[src/rtl/rvc_asap_dmem_arb_pkg.sv]
// rvc_asap_dmem_arb_pkg
//   Shared types and helpers for the multi-core D_MEM arbiter.
//   t_dmem_req / t_dmem_rsp describe one core's D_MEM channel at the
//   default 32-bit widths; ch_w() gives the channel-index width.
//   Build option: RVC_ASAP_ARB_RR_EN selects round-robin arbitration
//   (undefined = fixed priority, lowest index wins).
package rvc_asap_dmem_arb_pkg;

  localparam int DMEM_ADDR_W = 32;
  localparam int DMEM_DATA_W = 32;
  localparam int DMEM_BE_W   = DMEM_DATA_W / 8;

  typedef struct packed {
    logic [DMEM_DATA_W-1:0] data;
    logic [DMEM_ADDR_W-1:0] address;
    logic [DMEM_BE_W-1:0]   byteena;
    logic                   wren;
    logic                   rden;
  } t_dmem_req;

  typedef struct packed {
    logic [DMEM_DATA_W-1:0] q;
    logic                   valid;
  } t_dmem_rsp;

  // Channel index width; a single core still needs a 1-bit index.
  function automatic int ch_w(input int n);
    return (n > 1) ? $clog2(n) : 1;
  endfunction

endpackage

[src/rtl/rvc_asap_dmem_arb_if.sv]
// rvc_asap_dmem_arb_if
//   Bundles the core-side channels and the single D_MEM port.
//   slave  : arbiter view (core requests + q in, stalls/q/valids + mem port out)
//   master : cores/memory view (the opposite directions)
interface rvc_asap_dmem_arb_if #(
  parameter int N_CORES = 2,
  parameter int ADDR_W  = 32,
  parameter int DATA_W  = 32
);
  localparam int BE_W = DATA_W / 8;

  logic [N_CORES-1:0][DATA_W-1:0] CoreData;
  logic [N_CORES-1:0][ADDR_W-1:0] CoreAddress;
  logic [N_CORES-1:0][BE_W-1:0]   CoreByteena;
  logic [N_CORES-1:0]             CoreWren;
  logic [N_CORES-1:0]             CoreRden;
  logic [N_CORES-1:0]             CoreStall;
  logic [DATA_W-1:0]              CoreQ;
  logic [N_CORES-1:0]             CoreQValid;

  logic [DATA_W-1:0]              data;
  logic [ADDR_W-1:0]              address;
  logic [BE_W-1:0]                byteena;
  logic                           wren;
  logic                           rden;
  logic [DATA_W-1:0]              q;

  modport slave (
    input  CoreData, CoreAddress, CoreByteena, CoreWren, CoreRden, q,
    output CoreStall, CoreQ, CoreQValid, data, address, byteena, wren, rden
  );

  modport master (
    output CoreData, CoreAddress, CoreByteena, CoreWren, CoreRden, q,
    input  CoreStall, CoreQ, CoreQValid, data, address, byteena, wren, rden
  );
endinterface

[src/rtl/rvc_asap_rr_arb.sv]
// rvc_asap_rr_arb
//   Generic N-way combinational arbiter: one grant per cycle among req.
//   RVC_ASAP_ARB_RR_EN defined: search starts at ptr, wraps N-1 -> 0, and
//   ptr moves to (grant+1) mod N after each grant (held on idle cycles).
//   Undefined: fixed priority, lowest index wins, no pointer state.
//   Ports: Clock, Rst (sync, active low), req, gnt (one-hot), gnt_idx, gnt_vld.
module rvc_asap_rr_arb
  import rvc_asap_dmem_arb_pkg::*;
#(
  parameter int N = 2,
  localparam int W = ch_w(N)
) (
  input  logic         Clock,
  input  logic         Rst,
  input  logic [N-1:0] req,
  output logic [N-1:0] gnt,
  output logic [W-1:0] gnt_idx,
  output logic         gnt_vld
);

`ifdef RVC_ASAP_ARB_RR_EN
  logic [W-1:0] ptr;

  // Scan from the farthest position back to ptr so the closest requester
  // (highest priority) is the last one written.
  always_comb begin
    int idx;
    idx     = 0;
    gnt     = '0;
    gnt_vld = |req;
    for (int k = N - 1; k >= 0; k--) begin
      if (req[(int'(ptr) + k) % N]) idx = (int'(ptr) + k) % N;
    end
    gnt_idx = W'(idx);
    if (gnt_vld) gnt[idx] = 1'b1;
  end

  always_ff @(posedge Clock) begin
    if (!Rst)         ptr <= '0;
    else if (gnt_vld) ptr <= (gnt_idx == W'(N - 1)) ? '0 : gnt_idx + 1'b1;
  end
`else
  always_comb begin
    int idx;
    idx     = 0;
    gnt     = '0;
    gnt_vld = |req;
    for (int k = N - 1; k >= 0; k--) begin
      if (req[k]) idx = k;
    end
    gnt_idx = W'(idx);
    if (gnt_vld) gnt[idx] = 1'b1;
  end

  // Fixed priority is stateless; clock and reset are intentionally unused.
  logic unused_clk_rst;
  assign unused_clk_rst = Clock ^ Rst;
`endif

endmodule

[src/rtl/rvc_asap_dmem_arb.sv]
// rvc_asap_dmem_arb
//   Lets N_CORES cores share one D_MEM port. One request granted per cycle
//   (combinational, zero added latency); the granted channel drives the
//   memory, others see CoreStall. Reads return one cycle later on the
//   shared CoreQ with a one-hot CoreQValid tagging the owning core.
//   Ports: Clock, Rst (sync, active low), bus (rvc_asap_dmem_arb_if.slave).
//   Build option: RVC_ASAP_ARB_RR_EN = round-robin, else fixed priority.
module rvc_asap_dmem_arb
  import rvc_asap_dmem_arb_pkg::*;
#(
  parameter int N_CORES = 2,
  parameter int ADDR_W  = 32,
  parameter int DATA_W  = 32,
  localparam int CH_W   = ch_w(N_CORES)
) (
  input logic                Clock,
  input logic                Rst,
  rvc_asap_dmem_arb_if.slave bus
);

  logic [N_CORES-1:0] req;
  logic [N_CORES-1:0] gnt;
  logic [CH_W-1:0]    gnt_idx;
  logic               gnt_vld;
  logic               rsp_vld;
  logic [CH_W-1:0]    rsp_ch;

  assign req = bus.CoreWren | bus.CoreRden;

  rvc_asap_rr_arb #(.N(N_CORES)) u_arb (
    .Clock   (Clock),
    .Rst     (Rst),
    .req     (req),
    .gnt     (gnt),
    .gnt_idx (gnt_idx),
    .gnt_vld (gnt_vld)
  );

  assign bus.CoreStall = req & ~gnt;

  // Memory port mux; write wins over a simultaneous read on one channel.
  always_comb begin
    bus.data    = '0;
    bus.address = '0;
    bus.byteena = '0;
    bus.wren    = 1'b0;
    bus.rden    = 1'b0;
    if (gnt_vld) begin
      bus.data    = bus.CoreData[gnt_idx];
      bus.address = bus.CoreAddress[gnt_idx];
      bus.byteena = bus.CoreByteena[gnt_idx];
      bus.wren    = bus.CoreWren[gnt_idx];
      bus.rden    = bus.CoreRden[gnt_idx] & ~bus.CoreWren[gnt_idx];
    end
  end

  // Response tag for the one-cycle memory read latency.
  always_ff @(posedge Clock) begin
    if (!Rst) begin
      rsp_vld <= 1'b0;
      rsp_ch  <= '0;
    end else begin
      rsp_vld <= bus.rden;
      rsp_ch  <= gnt_idx;
    end
  end

  assign bus.CoreQ = bus.q;

  // Gating with Rst drops a read that was in flight when reset arrived.
  always_comb begin
    bus.CoreQValid = '0;
    if (rsp_vld && Rst) bus.CoreQValid[rsp_ch] = 1'b1;
  end

endmodule

[src/flat_wrapper.sv]
// flat-port wrapper written by rule: the top's interface ports become plain ports
module rvc_asap_dmem_arb_flat import rvc_asap_dmem_arb_pkg::*;
#(
  parameter int N_CORES = 2,
  parameter int ADDR_W  = 32,
  parameter int DATA_W  = 32,
  localparam int CH_W   = ch_w(N_CORES)
)
  (Clock, Rst, bus_CoreData, bus_CoreAddress, bus_CoreByteena, bus_CoreWren, bus_CoreRden, bus_q, bus_CoreStall, bus_CoreQ, bus_CoreQValid, bus_data, bus_address, bus_byteena, bus_wren, bus_rden);
  rvc_asap_dmem_arb_if #(.N_CORES(N_CORES), .ADDR_W(ADDR_W), .DATA_W(DATA_W)) bus_i ();
  input logic Clock;
  input logic Rst;
  input wire logic [$bits(bus_i.CoreData)-1:0] bus_CoreData;
  input wire logic [$bits(bus_i.CoreAddress)-1:0] bus_CoreAddress;
  input wire logic [$bits(bus_i.CoreByteena)-1:0] bus_CoreByteena;
  input wire logic [$bits(bus_i.CoreWren)-1:0] bus_CoreWren;
  input wire logic [$bits(bus_i.CoreRden)-1:0] bus_CoreRden;
  input wire logic [$bits(bus_i.q)-1:0] bus_q;
  output wire logic [$bits(bus_i.CoreStall)-1:0] bus_CoreStall;
  output wire logic [$bits(bus_i.CoreQ)-1:0] bus_CoreQ;
  output wire logic [$bits(bus_i.CoreQValid)-1:0] bus_CoreQValid;
  output wire logic [$bits(bus_i.data)-1:0] bus_data;
  output wire logic [$bits(bus_i.address)-1:0] bus_address;
  output wire logic [$bits(bus_i.byteena)-1:0] bus_byteena;
  output wire logic [$bits(bus_i.wren)-1:0] bus_wren;
  output wire logic [$bits(bus_i.rden)-1:0] bus_rden;
  assign bus_i.CoreData = bus_CoreData;
  assign bus_i.CoreAddress = bus_CoreAddress;
  assign bus_i.CoreByteena = bus_CoreByteena;
  assign bus_i.CoreWren = bus_CoreWren;
  assign bus_i.CoreRden = bus_CoreRden;
  assign bus_i.q = bus_q;
  assign bus_CoreStall = bus_i.CoreStall;
  assign bus_CoreQ = bus_i.CoreQ;
  assign bus_CoreQValid = bus_i.CoreQValid;
  assign bus_data = bus_i.data;
  assign bus_address = bus_i.address;
  assign bus_byteena = bus_i.byteena;
  assign bus_wren = bus_i.wren;
  assign bus_rden = bus_i.rden;
  rvc_asap_dmem_arb #(.N_CORES(N_CORES), .ADDR_W(ADDR_W), .DATA_W(DATA_W)) u_core (.Clock(Clock), .Rst(Rst), .bus(bus_i));
endmodule
[config.mk]
export PLATFORM = sky130hd
export DESIGN_NAME = rvc_asap_dmem_arb_flat
export DESIGN_NICKNAME = d
export VERILOG_FILES = /design/src/rtl/rvc_asap_dmem_arb_pkg.sv /design/src/rtl/rvc_asap_dmem_arb_if.sv /design/src/rtl/rvc_asap_rr_arb.sv /design/src/rtl/rvc_asap_dmem_arb.sv /design/src/flat_wrapper.sv
export SDC_FILE = /design/constraint.sdc
export NUM_CORES = 1
export LEC_CHECK = 0
export BUFFER_PORTS_ARGS = -buffer_cell sky130_fd_sc_hd__buf_2
export CAP_MARGIN = 20
export CORE_AREA = 5 5 105 107
export CTS_CLUSTER_DIAMETER = 30
export CTS_CLUSTER_SIZE = 28
export DETAILED_ROUTE_END_ITERATION = 12
export DIE_AREA = 0 0 110 112
export HOLD_SLACK_MARGIN = 0.1
export REMOVE_ABC_BUFFERS = 1
export SETUP_SLACK_MARGIN = 0.05
export SYNTH_ARGS = -nofsm -noshare
export SYNTH_HDL_FRONTEND = slang
export SYNTH_SLANG_ARGS = --single-unit
[constraint.sdc]
create_clock -name Clock -period 2.3 [get_ports Clock]
set_input_delay 0.69 -clock Clock [delete_from_list [all_inputs] [get_ports Clock]]
set_output_delay 0.69 -clock Clock [all_outputs]
set_load 0.01 [all_outputs]
==> impl_metrics.env <==
export IMPL_placement_cell_area_mm2=0.00259
export IMPL_grt_pass1_wl_um=12400
export IMPL_max_stage_delay_ns=0.27
export IMPL_status="finished, final reports clean"
export IMPL_hold_slack_ns=0.782
export IMPL_slowest_stage="or2_4"
export IMPL_worst_slack_ns=0.0463
export IMPL_cts_tree="done"
export IMPL_p_comb_share_pct=75.6
export IMPL_p_seq_share_pct=5.3
export IMPL_synth_avg_cell_area_um2=5.52
export IMPL_synth_cell_types=20
export IMPL_initial_core_util_pct=16.0
export IMPL_critPathBufInv=3
export IMPL_slew_viol_final=0
export IMPL_final_common_cell="buf_2"
export IMPL_cp_top_family="buffers and inverters"
export IMPL_dr_first_iter_drc_count=221
export IMPL_first_pass_iters=4
export IMPL_startpoint_type="input port"
export IMPL_die_area_mm2=0.0123
export IMPL_fill_cells=1137
export IMPL_layout_common_cells="211 x buf_2, 132 x o21ai_0, 49 x o21ai_1, 22 x o21ai_2, 7 x buf_12"
export IMPL_power_leakage_nw=1.29
export IMPL_critPathKind="input port to primary output"
export IMPL_vias=2778
export IMPL_ys_seq_area_share_pct=2.49
export IMPL_worstPathRequired_ns=1.61
export IMPL_dieWidth_um=110
export IMPL_max_vdd_ir_drop_v=0.000150
export IMPL_clkTransAtPathRegs_ns=0.03
export IMPL_wl_um=8960
export IMPL_syn_instance_count=291
export IMPL_viasPerCell=4.75
export IMPL_final_period_utilization_pct=98.0
export IMPL_fin_setup_tns_ns=0
export IMPL_grt_antenna_before_repair=0
export IMPL_drive_gt1_share_pct=56.1
export IMPL_setup_viol=0
export IMPL_rows=37
export IMPL_clock_sinks=2
export IMPL_grt_usage_pct=12.6
export IMPL_dp_hpwl_um=7320
export IMPL_placedCellCount=582
export IMPL_crit_fanout=33
export IMPL_ys_warn_count=0
export IMPL_wl_per_cell_um=15.3
export IMPL_rsz0062_at_grt="true"
export IMPL_cp_end_kind="primary output"
export IMPL_switching_share_pct=43.9
export IMPL_clock_path_buffers=2
export IMPL_hold_viol_final=0
export IMPL_core_region_area_mm2=0.0100
export IMPL_antennaDiodeCount=0
export IMPL_io_pins=280
export IMPL_cts_buffers_inserted=3
export IMPL_gp_congestion=0.779
export IMPL_layout_nets=625
export IMPL_post_cts_setup_buffer_count=0
export IMPL_dp_slack_ns=-0.0876
export IMPL_stdcell_count=585
export IMPL_synth_top_area_cell="o21ai_0"
export IMPL_grt_max_degree=39
export IMPL_portBuffers=214
export IMPL_grt_pass1_vias=2489
export IMPL_power_internal_w=0.000397
export IMPL_worstPathArrival_ns=1.56
export IMPL_synth_top_area_share_pct=56.1
export IMPL_fin_area_mm2=0.00271
export IMPL_max_freq_mhz=444
export IMPL_clkPwrFrac_pct=19.2
export IMPL_crit_chain="buf_6, or2_4, buf_12, o21ai_2, buf_2"
export IMPL_synth_area_mm2=0.00161
export IMPL_yosys_top_cells_area="o21ai_0 56%, buf_4 15%, clkbuf_1 7.5%, o21ai_2 5.5%, o21ai_1 4.4%"
export IMPL_power_density_mw_per_mm2=261
export IMPL_period_needed_ns=2.25
export IMPL_route_detailed_drc=0
export IMPL_clock_root_buffer="clkbuf_8"
export IMPL_syn_to_final_growth_pct=68.6
export IMPL_overflow=0
export IMPL_die_h_um=112
export IMPL_h_tree_depth=1
export IMPL_p_sw_w=0.000310
export IMPL_min_path_type="input port to flop"
export IMPL_synth_seq_cells=2
export IMPL_maxCapViolCount=0
export IMPL_ant_nets=0
cells by family after synthesis:
logic type / after synthesis / share of synthesized area [%]
compound gates: 207 / 67.0
buf+inv: 71 / 27.0
flops: 2 / 2.49
other cells: 1 / 0.234
simple gates: 10 / 3.20
path summary, 6_finish.rpt:
| kind | cells after the start | startpoint | end | slack (ns) |
|---|---|---|---|---|
| max | 5 | bus_CoreRden[0] | bus_address[28] | 0.05 |
| min | 3 | Rst | u_core.rsp_vld | 0.78 |
cell usage after synthesis, drive strengths merged:
library cell    n
nor2            4
nor3            1
buf            38
and3            1
a21oi           2
o21ai         204
conb            1
clkbuf         32
a21o            1
nand2           1
nand2b          2
inv             1
dfxtp           2
or2             1
through the flow:
| stage | util (%) | total power [W] |
|---|---|---|
| global placement | 25.7 | 0.000531 |
| detailed placement | 25.7 | 0.000541 |
| floorplan | - | 0.000220 |
| CTS | 26.4 | 0.000692 |
| global route | 26.9 | 0.000778 |
| finish | 26.9 | 0.000707 |
power groups by stage:
| stage | Combinational (W) | Sequential (W) | Clock, W |
|---|---|---|---|
| 2_1_floorplan | 0.000183 | 0.0000374 | 0 |
| 3_3_place_gp | 0.000494 | 0.0000375 | 0 |
| 3_5_place_dp | 0.000503 | 0.0000376 | 0 |
| 4_1_cts | 0.000515 | 0.0000372 | 0.000140 |
| 5_1_grt | 0.000591 | 0.0000372 | 0.000150 |
| 6_report | 0.000534 | 0.0000372 | 0.000136 |
flip-flops by register name, indices dropped and copies added, names as in the netlist:
signal / flops
u_core.rsp_ch: 1
u_core.rsp_vld: 1
cell type report:
cell class / instances / area [um^2] / share of cell area (%)
tap: 136 / 170 / 6.29
clock buffer: 3 / 41.3 / 1.53
sequential: 2 / 40.0 / 1.48
inverter: 1 / 3.75 / 0.139
multi-input combinational: 218 / 1190 / 43.9
timing repair buffer: 225 / 1260 / 46.7
layer usage:
layer / global-route usage [%] / share of wire (%) / routed length [um]
met1: 15.6 / 39 / 3470
met2: 19.3 / 44 / 3950
met3: 6.61 / 16 / 1410
met4: 1.50 / 0.52 / 47
met5: 5.04 / 0.89 / 80
tightest hold or removal path: stages:
cell and delay, ns:
buf_2 0.11, nand2b_1 0.09, a21oi_1 0.05
timing repair:
item / 4_1_cts / 5_1_grt
hold buffers: 0 / 0
endpoints found under the setup margin: 32 / 66
gates resized for setup: 20 / 46
cloned: 0 / 0
pin swaps: 0 / 2
Note: power is estimated with default switching activity, not from simulation.
